## config.mk

```make
export PLATFORM = sky130hd
export DESIGN_NAME = regfile_dump_reader
export DESIGN_NICKNAME = d
export VERILOG_FILES = /design/src/rtl/regfile_dump_reader_pkg.sv /design/src/rtl/regfile_dump_reader.sv
export SDC_FILE = /design/constraint.sdc
export NUM_CORES = 1
export LEC_CHECK = 0
export ABC_AREA = 1
export ABC_CLOCK_PERIOD_IN_PS = 2700
export CORE_ASPECT_RATIO = 1.75
export CORE_MARGIN = 4
export CORE_UTILIZATION = 32
export DETAILED_ROUTE_END_ITERATION = 7
export PLACE_DENSITY_LB_ADDON = 0.08
export SLEW_MARGIN = 20
export SYNTH_ARGS = -nofsm -noshare
export SYNTH_HDL_FRONTEND = slang
export SYNTH_SLANG_ARGS = --single-unit
export TNS_END_PERCENT = 5
```

## constraint.sdc

```tcl
create_clock -name clk -period 2.7 [get_ports clk]
set_clock_uncertainty 0.1 [all_clocks]
set_input_delay 0.405 -clock clk [delete_from_list [all_inputs] [get_ports clk]]
set_output_delay 0.405 -clock clk [all_outputs]
set_load 0.02 [all_outputs]
```

## src/rtl/regfile_dump_reader_pkg.sv

```systemverilog
// Shared CPU constants used by the register-file dump reader:
// register-file geometry and the 2-bit FSM state encoding.
package regfile_dump_reader_pkg;

  localparam int REG_ADDR_W = 5;
  localparam int DATA_W     = 32;
  localparam int NUM_REGS   = 32;

  localparam logic [1:0] ST_IDLE = 2'd0;
  localparam logic [1:0] ST_READ = 2'd1;
  localparam logic [1:0] ST_SEND = 2'd2;
  localparam logic [1:0] ST_DONE = 2'd3;

endpackage

```

## src/rtl/regfile_dump_reader.sv

```systemverilog
// Walks registers FIRST_REG..LAST_REG through one register-file read port,
// streams each word over valid/ready and reports a wrapping 32-bit checksum.
module regfile_dump_reader
  import regfile_dump_reader_pkg::*;
#(
  parameter int FIRST_REG = 0,
  parameter int LAST_REG  = 31
) (
  input  logic                  clk,
  input  logic                  reset,
  input  logic                  start,
  output logic                  busy,
  output logic                  done,
  output logic [DATA_W-1:0]     checksum,
  output logic [REG_ADDR_W-1:0] rf_read_address,
  input  logic [DATA_W-1:0]     rf_read_data,
  output logic                  out_valid,
  input  logic                  out_ready,
  output logic [DATA_W-1:0]     out_data,
  output logic [REG_ADDR_W-1:0] out_index,
  output logic                  out_last
);

  localparam logic [REG_ADDR_W-1:0] FIRST_A = REG_ADDR_W'(FIRST_REG);
  localparam logic [REG_ADDR_W-1:0] LAST_A  = REG_ADDR_W'(LAST_REG);

  function automatic logic [DATA_W-1:0] wrap_add(input logic [DATA_W-1:0] a,
                                                 input logic [DATA_W-1:0] b);
    return a + b;
  endfunction

  logic [1:0]            state_q,    state_d;
  logic [REG_ADDR_W-1:0] cnt_q,      cnt_d;
  logic [DATA_W-1:0]     sum_q,      sum_d;
  logic [DATA_W-1:0]     data_q,     data_d;
  logic [REG_ADDR_W-1:0] index_q,    index_d;
  logic                  last_q,     last_d;
  logic                  done_q,     done_d;
  logic [DATA_W-1:0]     checksum_q, checksum_d;

  always_comb begin
    state_d    = state_q;
    cnt_d      = cnt_q;
    sum_d      = sum_q;
    data_d     = data_q;
    index_d    = index_q;
    last_d     = last_q;
    done_d     = 1'b0;
    checksum_d = checksum_q;
    case (state_q)
      ST_IDLE: begin
        if (start) begin
          cnt_d   = FIRST_A;
          sum_d   = '0;
          state_d = ST_READ;
        end
      end
      ST_READ: begin
        // Snapshot of what the register file presents this cycle; a write
        // committing at this same edge is deliberately not seen.
        data_d  = rf_read_data;
        index_d = cnt_q;
        last_d  = (cnt_q == LAST_A);
        sum_d   = wrap_add(sum_q, rf_read_data);
        state_d = ST_SEND;
      end
      ST_SEND: begin
        if (out_ready) begin
          if (last_q) begin
            state_d = ST_DONE;
          end else begin
            cnt_d   = cnt_q + 1'b1;
            state_d = ST_READ;
          end
        end
      end
      default: begin
        done_d     = 1'b1;
        checksum_d = sum_q;
        state_d    = ST_IDLE;
      end
    endcase
  end

  always_ff @(posedge clk) begin
    if (reset) begin
      state_q    <= ST_IDLE;
      cnt_q      <= FIRST_A;
      sum_q      <= '0;
      data_q     <= '0;
      index_q    <= '0;
      last_q     <= 1'b0;
      done_q     <= 1'b0;
      checksum_q <= '0;
    end else begin
      state_q    <= state_d;
      cnt_q      <= cnt_d;
      sum_q      <= sum_d;
      data_q     <= data_d;
      index_q    <= index_d;
      last_q     <= last_d;
      done_q     <= done_d;
      checksum_q <= checksum_d;
    end
  end

  // Address parks at FIRST_REG outside READ so the port is never undefined.
  assign rf_read_address = (state_q == ST_READ) ? cnt_q : FIRST_A;
  assign busy            = (state_q == ST_READ) || (state_q == ST_SEND);
  assign out_valid       = (state_q == ST_SEND);
  assign out_data        = data_q;
  assign out_index       = index_q;
  assign out_last        = last_q;
  assign done            = done_q;
  assign checksum        = checksum_q;

endmodule

```

Word-level counts from Yosys, hierarchy flattened
Cells that the tools add are included.
{"block": "word_totals", "word_cells": 36, "input_bits": 36, "output_inout_bits": 78, "regBits": 110}
{"block": "op_classes", "addsub": 2, "mux": 12, "eq_ne": 6, "reduce_logical": 8}
{"cell": "$pmux 32 s2", "n": 1}
{"cell": "$add 32x32->32", "n": 1}
{"cell": "$mux 32", "n": 1}
{"cell": "$mux 5", "n": 4}
{"cell": "$pmux 5 s2", "n": 1}
{"cell": "$mux 2", "n": 3}
{"cell": "$pmux 2 s3", "n": 1}
{"cell": "$add 5x1->5 const B", "n": 1}
{"cell": "$eq 5x5->1 const B", "n": 1}
{"cell": "$ne 2x2->1 const B", "n": 2}
{"cell": "$reduce_and 2->1", "n": 2}
{"cell": "$reduce_and 4->1", "n": 1}
{"cell": "$reduce_bool 2->1", "n": 2}
{"cell": "$reduce_or 3->1", "n": 1}
{"cell": "$eq 2x1->1 const B", "n": 1}
{"cell": "$eq 2x2->1 const B", "n": 1}
{"cell": "$logic_not 2->1", "n": 1}
{"cell": "$ne 2x1->1 const B", "n": 1}
{"cell": "$logic_or 1x1->1", "n": 1}
{"cell": "$mux 1", "n": 1}

Logic depth before layout (Yosys ltp)
Gate-level depths: netlist of the first run.
{"block": "depth", "word_depth": 4, "mapped_depth": 14, "depth_no_buf": 14}

Worst setup path before layout of the first run
Ideal clock, no wire load.
{"block": "synth_timing", "kind": "input -> register", "startpoint": "input port rf_read_data[0]", "endpoint": "register sum_q[28]", "setup_slack_ns": 0.742, "stages": 13, "required_ns": 2.468, "t_arrival_ns": 1.726, "setup_time_ns": 0.132, "path_buffers": 0, "cell_sequence": "ha_1 inv_1 fa_1 inv_1 nand3_1 nand3_1 nand3_1 nand3_1 nand2_1 nand2_1 nand2_1 nand3_1 a21oi_1"}
{"block": "synth_via", "elab_chain_cells": 2}
{"element": "start: declaration", "line": "regfile_dump_reader.sv:16", "text": "input logic [DATA_W-1:0] rf_read_data,"}
{"element": "$add 32x32->32", "line": "regfile_dump_reader.sv:29", "text": "return a + b;"}
{"element": "$pmux 32 s2", "line": "regfile_dump_reader.sv:50", "text": "case (state_q)"}
{"element": "end signal: assignment", "line": "regfile_dump_reader.sv:98", "text": "sum_q <= sum_d;"}
{"element": "end: declaration", "line": "regfile_dump_reader.sv:34", "text": "logic [DATA_W-1:0] sum_q, sum_d;"}
No other way between the ends.
A chain may end at the register's enable or synchronous reset.

Final worst setup path of the first run
{"block": "layout_timing", "startpoint": "register state_q[1]", "endpoint": "output port rf_read_address[1]"}
{"block": "layout_via", "elab_chain_cells": 2}
{"element": "start: declaration", "line": "regfile_dump_reader.sv:32", "text": "logic [1:0] state_q, state_d;"}
{"element": "start signal: assignment", "line": "regfile_dump_reader.sv:96", "text": "state_q <= state_d;"}
{"element": "$eq 2x1->1", "line": "regfile_dump_reader.sv:108", "text": "assign rf_read_address = (state_q == ST_READ) ? cnt_q : FIRST_A;"}
{"element": "$mux 5", "line": "regfile_dump_reader.sv:108"}
{"element": "end: declaration", "line": "regfile_dump_reader.sv:15", "text": "output logic [REG_ADDR_W-1:0] rf_read_address,"}
No other way between the ends.

==> metrics, run 1 <==
status finished, final reports clean; final hold violation count 0; Area Overhead vs Synth 28.3%; GP Congestion between 0.8 and 0.9; row cnt between 60 and 70; Worst Hold Class reg -> reg; sequential share of power 0.308; Worst VDD drop 0.000476 V; Diodes inserted 0; final wirelength about 20000 microns; RSZ-0062 raised after global routing no; Synth area leader dfxtp_1; leakage power about 4 nW; Switching Share 0.435; total CTS buffers 9; Sink Count 110; synth unique cells 32; CTS Buffer Depth 2; vias per cell ~4.6; Psw ~3.2 mW; Post-Synth Adder-Cell Area 0.0762; Slew headroom 0.467; Pre-Repair DR Iteration Count 4; Synth Instances 1005; final period utilization 0.933; Seq. cell area 2200 sq um; HP Start out_index[1]$_SDFFE_PP0P_; Synth Area in Compound Gates 0.123; commonest non-fill, non-tap cell in the layout nand2_1; ys async rst share 0; Mapped Nets around 1100; Post-Synth Simple-Gate Area 0.349; WS Path Type reg -> out; H-tree depth 3; Fmax achieved 397 MHz; post_cts resized 0; sequential fraction of the synthesis area 0.347; hpwl dp about 15000 microns; number of DRC markers in iteration 0 around 230; grt ovf 0; XOR/XNOR share of the synthesized area 0.00276; setup violators final 0; global-route wire length before repair between 30000 and 40000 microns; setup TNS 0 ns; initial antenna violation count 0; Max Transition Viols Final 0; hold endpoint out_index[1]$_SDFFE_PP0P_; multi-input combinational cell area 3500 sq um; crit path capture type primary output; Die Area 22200 sq um; Post-synth top flop dfxtp_1; Hold Crit Depth 2; Reg-to-Reg End sum_q[11]$_SDFFE_PP0P_; # DRC 0; Core ar. approximately 19000 sq um; slew of the pin with the lowest slew margin ~0.80 ns; CTS tree yes; Die X between 100 and 150 microns; Hold Slack 0.363 ns; critical path required time roughly 2.2 ns; Setup crit start kind register; Ports ~110; final net count ~1200; most frequent cells in the layout 276 x nand2_1, 167 x nor2_1, 135 x inv_1, 113 x clkdlybuf4s50_1, 110 x dfxtp_1; Worst-path clk slew 0.08 ns; I/O Buffers about 110; Mapped Area around 6300 sq um; Cell Int Power around 4.2 mW; Die Y approximately 190 microns; GRT Overall Usage 0.187; top cell type's share of synthesized area 0.347; Mean Syn Cell Area approximately 6.3 sq um; dominant cells by area after synthesis dfxtp_1 35%, nand2_1 16%, nor2_1 9.9%; vias in the first global route about 6400; via count 6321; R2R depth 9; R2R Path Start state_q[1]$_SDFFE_PP0P_; Hold Buf Count CTS 0; mux contribution to synthesized area 0; max_cap viols 0; largest net degree at the start of global routing 38; setup slack, reg-to-reg 0.53 ns; clock share of power 0.192; crit path max fanout 8; ANT nets after route 0; Ys Warns 0; share of layout cells above drive strength 1 0.0614; average wire per standard cell 14.8 microns; Comb pwr share 0.500; #FFs+latches synth 110; main combinational cell family by area after synthesis simple AND/OR/NAND/NOR gates; Initial Utilization 0.327; EDFF count, synth 0; Setup Buffers After CTS 0; PD cells ~910 nW/um^2; placed cell area around 7800 sq um; crit path DAT around 2 ns; final instance area about 8100 sq um; clk root buf clkbuf_16; filler instances between 2000 and 2500; clk_lat worst skew between 0.3 and 0.4 ns; minimum clock period between 2 and 3 ns
## per-stage QoR
stage,worst slack (ns),util,total power [mW],std cells
2_1_floorplan,0.742,-,4.56,1005
3_3_place_gp,0.0732,0.404,6.07,1349
3_5_place_dp,0.0592,0.404,6.09,1349
4_1_cts,0.145,0.420,7.54,1365
5_1_grt,0.00477,0.420,8.03,1365
6_report,0.180,0.420,7.43,1365
## flip-flops by register name (all words and copies together) (netlist names)
| name | count |
|---|---|
| checksum | 32 |
| out_data | 32 |
| out_last | 1 |
| sum_q | 32 |
| cnt_q | 5 |
| state_q | 2 |
| done | 1 |
| out_index | 5 |
## worst max-delay path by stage
stage	startpoint	endpoint	slack, ns	cells after the start
after floorplan	rf_read_data[0]	sum_q[28]$_SDFFE_PP0P_	0.74	13
after global placement	rf_read_data[0]	sum_q[16]$_SDFFE_PP0P_	0.07	12
after global routing	state_q[1]$_SDFFE_PP0P_	rf_read_address[3]	0.005	5
final	state_q[1]$_SDFFE_PP0P_	rf_read_address[1]	0.18	5
after detailed placement	rf_read_data[0]	sum_q[20]$_SDFFE_PP0P_	0.06	14
after CTS	state_q[1]$_SDFFE_PP0P_	rf_read_address[1]	0.14	5
## Yosys cell counts (2+ instances only)
master and number:
nand4_1 3, nand3b_1 4, nor2_1 167, nand3_2 3
xor2_1 2, ha_1 37, or2_2 8, or2_1 2
inv_1 135, nor3_1 4, inv_2 2, dfxtp_1 110
a21oi_1 64, clkbuf_1 24, nand3_1 55, a21o_1 4
o21bai_1 3, nand2_2 7, buf_2 5, nand2_1 276
o21ai_0 73, nor2_2 7
## routing by layer
layer / share of wire / GRT usage / vias to the layer above
met5: 0 / 0 / -
met4: 0.024 / 0.0727 / 0
met3: 0.033 / 0.0315 / 23
met2: 0.54 / 0.351 / 107
met1: 0.41 / 0.203 / 2823
li1: - / - / 3368
## logic make-up after synthesis
family,count (synthesis)
AOI/OAI and AO/OA,149
xor gates and xnor gates,2
adders and majority gates,38
buffers and inverters,168
DFF,110
and+or+nand+nor,538
## final cells by class
cell class	count	area share
Inverter	137	0.0632
Clock buffer	9	0.0277
Clock inverter	7	0.0100
Tap cell	241	0.0371
Multi-Input combinational cell	727	0.430
Timing Repair Buffer	134	0.162
Sequential cell	110	0.271
## power by group through the flow
stage	clock network (mW)	registers (mW)	logic, mW
6_report	1.43	2.29	3.71
3_3_place_gp	0	2.33	3.75
3_5_place_dp	0	2.33	3.76
5_1_grt	1.53	2.35	4.15
2_1_floorplan	0	2.64	1.91
4_1_cts	1.47	2.29	3.78
## critical path, stage by stage (launching register included)
cell	delay (ns)
dfxtp_1	0.33
inv_1	0.12
ha_1	0.38
nand2_1	0.13
inv_1	0.07
clkdlybuf4s50_1	0.60
Note: power is estimated with default switching activity, not from simulation.
==> run 2: changes to the inputs <==
--- a/config.mk
+++ b/config.mk
@@ -6,10 +6,11 @@
 export NUM_CORES = 1
 export LEC_CHECK = 0
 export ABC_AREA = 1
-export ABC_CLOCK_PERIOD_IN_PS = 2700
+export ABC_CLOCK_PERIOD_IN_PS = 2900
 export CORE_ASPECT_RATIO = 1.75
 export CORE_MARGIN = 4
-export CORE_UTILIZATION = 32
+export CORE_UTILIZATION = 30
+export CTS_BUF_LIST = sky130_fd_sc_hd__clkbuf_8
 export DETAILED_ROUTE_END_ITERATION = 7
 export PLACE_DENSITY_LB_ADDON = 0.08
 export SLEW_MARGIN = 20
==> constraint.sdc (replaced) <==
create_clock -name clk -period 2.9 [get_ports clk]
set_clock_uncertainty 0.1 [all_clocks]
set_input_delay 0.435 -clock clk [delete_from_list [all_inputs] [get_ports clk]]
set_output_delay 0.435 -clock clk [all_outputs]
set_load 0.02 [all_outputs]
==> run 2 against run 1 <==
  * Sequential share of layout area increased by 0.51 points
  * Wire length about the same
  * First-iteration DRC count increased by 17%
  * Combinational power decreased by 7.8%
  * Critical path depth unchanged
  * Global-route usage decreased by 1.5 points
  * Power decreased by 12%
  * Sequential power decreased by 7%
  * Via count decreased by 0.71%
  * Die area increased by 6.3%
  * Critical endpoint is now rf_read_address[2]
  * Largest power group unchanged
  * Highest routed layer unchanged
==> metrics, run 2 (same netlist as run 1, synthesis figures left out) <==
status finished, final reports clean (unchanged); cell mode on critical path inv_1 (unchanged); Worst-path clk slew 0.11 ns (was 0.08 ns); commonest non-fill, non-tap cell in the layout nand2_1 (unchanged); crit path capture type primary output (unchanged); Max Transition Viols Final 0 (unchanged); Setup crit start kind register (unchanged); initial antenna violation count 0 (unchanged); critical path's slowest cell clkdlybuf4s50_1 (unchanged); clk_lat worst skew 0.41 ns (was 0.37 ns); crit path DAT 2.02 ns (about the same); final net count 1185 (was 1193); crit path cell chain inv_1 -> ha_1 -> nand2_1 -> inv_1 -> clkdlybuf4s50_1 (unchanged); Core ar. 20800 sq um (was 19400 sq um); CTS tree yes (unchanged); Setup Buffers After CTS 0 (unchanged); WS Path Type reg -> out (unchanged); Pre-Repair DR Iteration Count 4 (unchanged); ANT nets after route 0 (unchanged); Diodes inserted 0 (unchanged); # DRC 0 (unchanged); largest net degree at the start of global routing 48 (was 38); Hold Slack 0.369 ns (was 0.363 ns); I/O Buffers 113 (unchanged); number of DRC markers in iteration 0 267 (was 229); PD cells 822 nW/um^2 (was 913 nW/um^2); final period utilization 0.883; via count 6276 (was 6321); setup TNS 0 ns (unchanged); clk root buf clkbuf_8 (was clkbuf_16); Die X 118 microns (was 114 microns); Die Y 200 microns (was 194 microns); critical path required time 2.37 ns (was 2.19 ns); setup violators final 0 (unchanged); max incr delay on CP 0.60 ns (about the same); vias in the first global route 6266 (was 6406); hpwl dp 15500 microns (was 15300 microns); Sink Count 110 (unchanged); GRT Overall Usage 0.172 (was 0.187); slew of the pin with the lowest slew margin 0.796 ns (was 0.798 ns); global-route wire length before repair 32400 microns (was 33000 microns); share of layout cells above drive strength 1 0.0547 (was 0.0614); Fmax achieved 391 MHz; H-tree depth 3 (unchanged); Worst Hold Class reg -> reg (unchanged); setup ws final 0.341 ns (was 0.180 ns); grt ovf 0 (unchanged); Area Overhead vs Synth 25.9% (was 28.3%); Die Area 23600 sq um (was 22200 sq um); minimum clock period 2.56 ns; crit path max fanout 9 (was 8); Slew headroom 0.469 (was 0.467); Worst VDD drop 0.000437 V (was 0.000476 V); final hold violation count 0 (unchanged); Initial Utilization 0.304 (was 0.327); leakage power 3.91 nW (was 4.00 nW); Hold Buf Count CTS 0 (unchanged); vias per cell 4.59 (was 4.63); Ports 114 (unchanged); GP Congestion 0.930 (was 0.885); post_cts resized 0 (unchanged); row cnt 70 (was 67); final wirelength 20200 microns (about the same); average wire per standard cell 14.8 microns (about the same); RSZ-0062 raised after global routing no (unchanged); max_cap viols 0 (unchanged); dpl ws 0.115 ns (was 0.0592 ns); Tot Pwr 6.56 mW (was 7.43 mW); most frequent cells in the layout 276 x nand2_1, 167 x nor2_1, 135 x inv_1, 113 x clkdlybuf4s50_1, 110 x dfxtp_1 (unchanged); CTS Buffer Depth 2 (unchanged); total CTS buffers 9 (unchanged)
## run 2: changes by cell type in the layout (fill, tap and decap cells not counted), sizes merged
cell,change
buf,-8
## run 2: power by group
part | internal, mW | switching, mW
clock | 0.411 | 0.596
combinational | 1.29 | 2.13
sequential | 1.90 | 0.228
total | 3.61 | 2.95
## run 2: worst paths after layout
check                                                from                   endpoint  slack [ns]  depth (start not counted)
worst max-delay path              state_q[1]$_SDFFE_PP0P_         rf_read_address[2]        0.34                          5
worst min-delay path            out_index[1]$_SDFFE_PP0P_  out_index[1]$_SDFFE_PP0P_        0.37                          2
worst max register to register    state_q[1]$_SDFFE_PP0P_     sum_q[17]$_SDFFE_PP0P_        0.74                          9
worst min register to register  out_index[1]$_SDFFE_PP0P_  out_index[1]$_SDFFE_PP0P_        0.37                          2
## run 2: area by class of cell
type / count / area [sq um]
tap: 252 / 315
timing repair buffer: 126 / 1250
clock inverter: 7 / 78.8
sequential: 110 / 2200
clock buffer: 9 / 124
inverter: 137 / 514
fill: 2332 / 12900
multi-input combinational: 727 / 3500
## run 2: layer usage
| metal | up-vias | share of wire | global-route usage |
|---|---|---|---|
| met5 | - | 0 | 0 |
| met4 | 0 | 0.020 | 0.0532 |
| met3 | 20 | 0.029 | 0.0277 |
| met2 | 84 | 0.54 | 0.335 |
| met1 | 2816 | 0.41 | 0.186 |
| li1 | 3356 | - | - |
## run 2: worst max-delay path: cells and delay by family, from the launching register on
kind / cells / cell delay (ns)
simple gates: 1 / 0.13
fa+ha+maj: 1 / 0.37
flops: 1 / 0.34
buf+inv: 3 / 0.78
## run 2: per-stage QoR
stage                     std cells  instance area (sq um)   util
after floorplan                1005                   6340      -
after global placement         1352                   7780  0.373
after detailed placement       1352                   7780  0.373
after CTS                      1368                   7980  0.383
after global routing           1368                   7980  0.383
final                          1368                   7980  0.383
==> run 3: changes to the inputs <==
--- a/config.mk
+++ b/config.mk
@@ -7,7 +7,7 @@
 export LEC_CHECK = 0
 export ABC_AREA = 1
 export ABC_CLOCK_PERIOD_IN_PS = 2900
-export CORE_ASPECT_RATIO = 1.75
+export CORE_ASPECT_RATIO = 0.7
 export CORE_MARGIN = 4
 export CORE_UTILIZATION = 30
 export CTS_BUF_LIST = sky130_fd_sc_hd__clkbuf_8
==> run 3 against run 2 <==
  * Critical path depth stayed put
  * Clock-buffer cell count stayed put
  * Utilization grew 0.33 points
  * Sequential power is essentially flat
  * Combinational power about the same
  * Cell area up 0.42%
  * Flip-flop and latch count is the same
  * Sequential share of layout area down 0.12 points
  * Register-to-register slack got worse by 0.05 ns
  * Global-route usage is 0.67 points lower
  * Wire length fell by 3.9%
==> metrics, run 3 (same netlist as run 1, synthesis figures left out) <==
status finished, final reports clean (unchanged); via count 6260 (was 6276); minimum clock period 2.54 ns (was 2.56 ns); Setup crit start kind register (unchanged); initial antenna violation count 0 (unchanged); Hold Buf Count CTS 0 (unchanged); average wire per standard cell 13.9 microns (was 14.8 microns); setup slack, reg-to-reg 0.69 ns (was 0.74 ns); Initial Utilization 0.305 (was 0.304); Pre-Repair DR Iteration Count 5 (was 4); WS Path Type reg -> out (unchanged); number of DRC markers in iteration 0 362 (was 267); vias per cell 4.49 (was 4.59); final period utilization 0.875 (was 0.883); final hold violation count 0 (unchanged); largest net degree at the start of global routing 43 (was 48); R2R Path Start sum_q[0]$_SDFFE_PP0P_ (was state_q[1]$_SDFFE_PP0P_); Setup crit end rf_read_address[0] (was rf_read_address[2]); filler instances 2296 (was 2332); setup TNS 0 ns (unchanged); Max Transition Viols Final 0 (unchanged); setup violators final 0 (unchanged); Core ar. 20800 sq um (about the same); I/O Buffers 113 (unchanged); post_cts resized 0 (unchanged); clk root buf clkbuf_8 (unchanged); grt ovf 0 (unchanged); total CTS buffers 9 (unchanged); critical path required time 2.37 ns (about the same); placed cell area 7820 sq um (was 7780 sq um); cell mode on critical path inv_1 (unchanged); final instance area 8020 sq um (was 7980 sq um); multi-input combinational cell area 3500 sq um (about the same); H-tree depth 3 (unchanged); Die X 182 microns (was 118 microns); GP Congestion 0.903 (was 0.930); commonest non-fill, non-tap cell in the layout nand2_1 (unchanged); # DRC 0 (unchanged); leakage power 3.92 nW (was 3.91 nW); slew of the pin with the lowest slew margin 0.791 ns (was 0.796 ns); Die Area 23600 sq um (about the same); Hold Slack 0.372 ns (was 0.369 ns); critical path's slowest cell clkdlybuf4s50_1 (unchanged); PD cells 815 nW/um^2 (was 822 nW/um^2); max incr delay on CP 0.60 ns (about the same); RSZ-0062 raised after global routing no (unchanged); ANT nets after route 0 (unchanged); Setup Buffers After CTS 0 (unchanged); vias in the first global route 5778 (was 6266); final wirelength 19500 microns (was 20200 microns); row cnt 44 (was 70); R2R depth 13 (was 9); share of layout cells above drive strength 1 0.0572 (was 0.0547); CTS tree yes (unchanged); most frequent cells in the layout 276 x nand2_1, 167 x nor2_1, 136 x inv_1, 113 x clkdlybuf4s50_1, 110 x dfxtp_1 (was 276 x nand2_1, 167 x nor2_1, 135 x inv_1, 113 x clkdlybuf4s50_1, 110 x dfxtp_1); critical path startpoint state_q[1]$_SDFFE_PP0P_ (unchanged); GRT Overall Usage 0.165 (was 0.172); hpwl dp 14900 microns (was 15500 microns); Worst VDD drop 0.000339 V (was 0.000437 V); Reg-to-Reg End sum_q[20]$_SDFFE_PP0P_ (was sum_q[17]$_SDFFE_PP0P_); Worst-path clk slew 0.12 ns (was 0.11 ns); Sink Count 110 (unchanged); crit path max fanout 12 (was 9); Die Y 130 microns (was 200 microns); Seq. cell area 2200 sq um (unchanged); clk_lat worst skew 0.39 ns (was 0.41 ns); Diodes inserted 0 (unchanged); global-route wire length before repair 31200 microns (was 32400 microns); final net count 1188 (was 1185); Ports 114 (unchanged); crit path DAT 2.00 ns (was 2.02 ns); Area Overhead vs Synth 26.5% (was 25.9%); crit path capture type primary output (unchanged); Slew headroom 0.472 (was 0.469); Fmax achieved 394 MHz (was 391 MHz); Worst Hold Class reg -> reg (unchanged); crit path cell chain inv_1 -> ha_2 -> nand2_1 -> inv_1 -> clkdlybuf4s50_1 (was inv_1 -> ha_1 -> nand2_1 -> inv_1 -> clkdlybuf4s50_1); CTS Buffer Depth 2 (unchanged); max_cap viols 0 (unchanged); HP Start out_index[4]$_SDFFE_PP0P_ (was out_index[1]$_SDFFE_PP0P_)
==> run 3: cell count changes in the layout (fill, tap and decap cells not counted) <==
cell	delta
buf_12	-1
buf_4	+4
clkinv_2	+1
ha_2	+1
inv_1	+1
ha_1	-1
clkinv_4	-2
==> run 3: worst min-delay path by stage <==
stage                                            to  slack (ns)  depth (start not counted)
after floorplan               sum_q[1]$_SDFFE_PP0P_        0.36                          2
after global placement    out_index[4]$_SDFFE_PP0P_        0.35                          2
after detailed placement  out_index[4]$_SDFFE_PP0P_        0.36                          2
after CTS                 out_index[4]$_SDFFE_PP0P_        0.38                          2
after global routing      out_index[0]$_SDFFE_PP0P_        0.40                          2
final                     out_index[4]$_SDFFE_PP0P_        0.37                          2
==> run 3: area by class of cell <==
type	instances	area share
clock inverter	7	0.00874
tap	276	0.0431
inverter	137	0.0641
multi-input combinational	727	0.436
timing repair buffer	129	0.158
sequential	110	0.275
clock buffer	9	0.0154
==> run 3: report_power, final <==
group,total (mW),internal [mW],switching (mW)
clock,0.977,0.404,0.573
combinational,3.42,1.30,2.12
sequential,2.13,1.90,0.228
==> run 3: stage by stage <==
step                 util  total power, mW  std cells  setup WS (ns)
floorplan               -             4.24       1005          0.912
global placement    0.377             5.62       1379          0.163
detailed placement  0.377             5.61       1379          0.131
CTS                 0.386             6.64       1395          0.139
global route        0.386             7.10       1395          0.186
finish              0.386             6.53       1395          0.363
==> run 3: worst max-delay path: cells and delay by family (launching register included) <==
family,cells,cell delay (ns)
adder cells (fa/ha/maj),1,0.36
AND/OR/NAND/NOR,1,0.12
buffers and inverters,3,0.78
flip-flops,1,0.35
==> run 3: routing by layer <==
metal / GRT usage / wire length (microns) / up-vias
met5: 0 / 0 / -
met1: 0.247 / 10700 / 2754
met4: 0.0318 / 142 / 0
met2: 0.246 / 7640 / 129
met3: 0.0351 / 979 / 11
li1: - / - / 3366
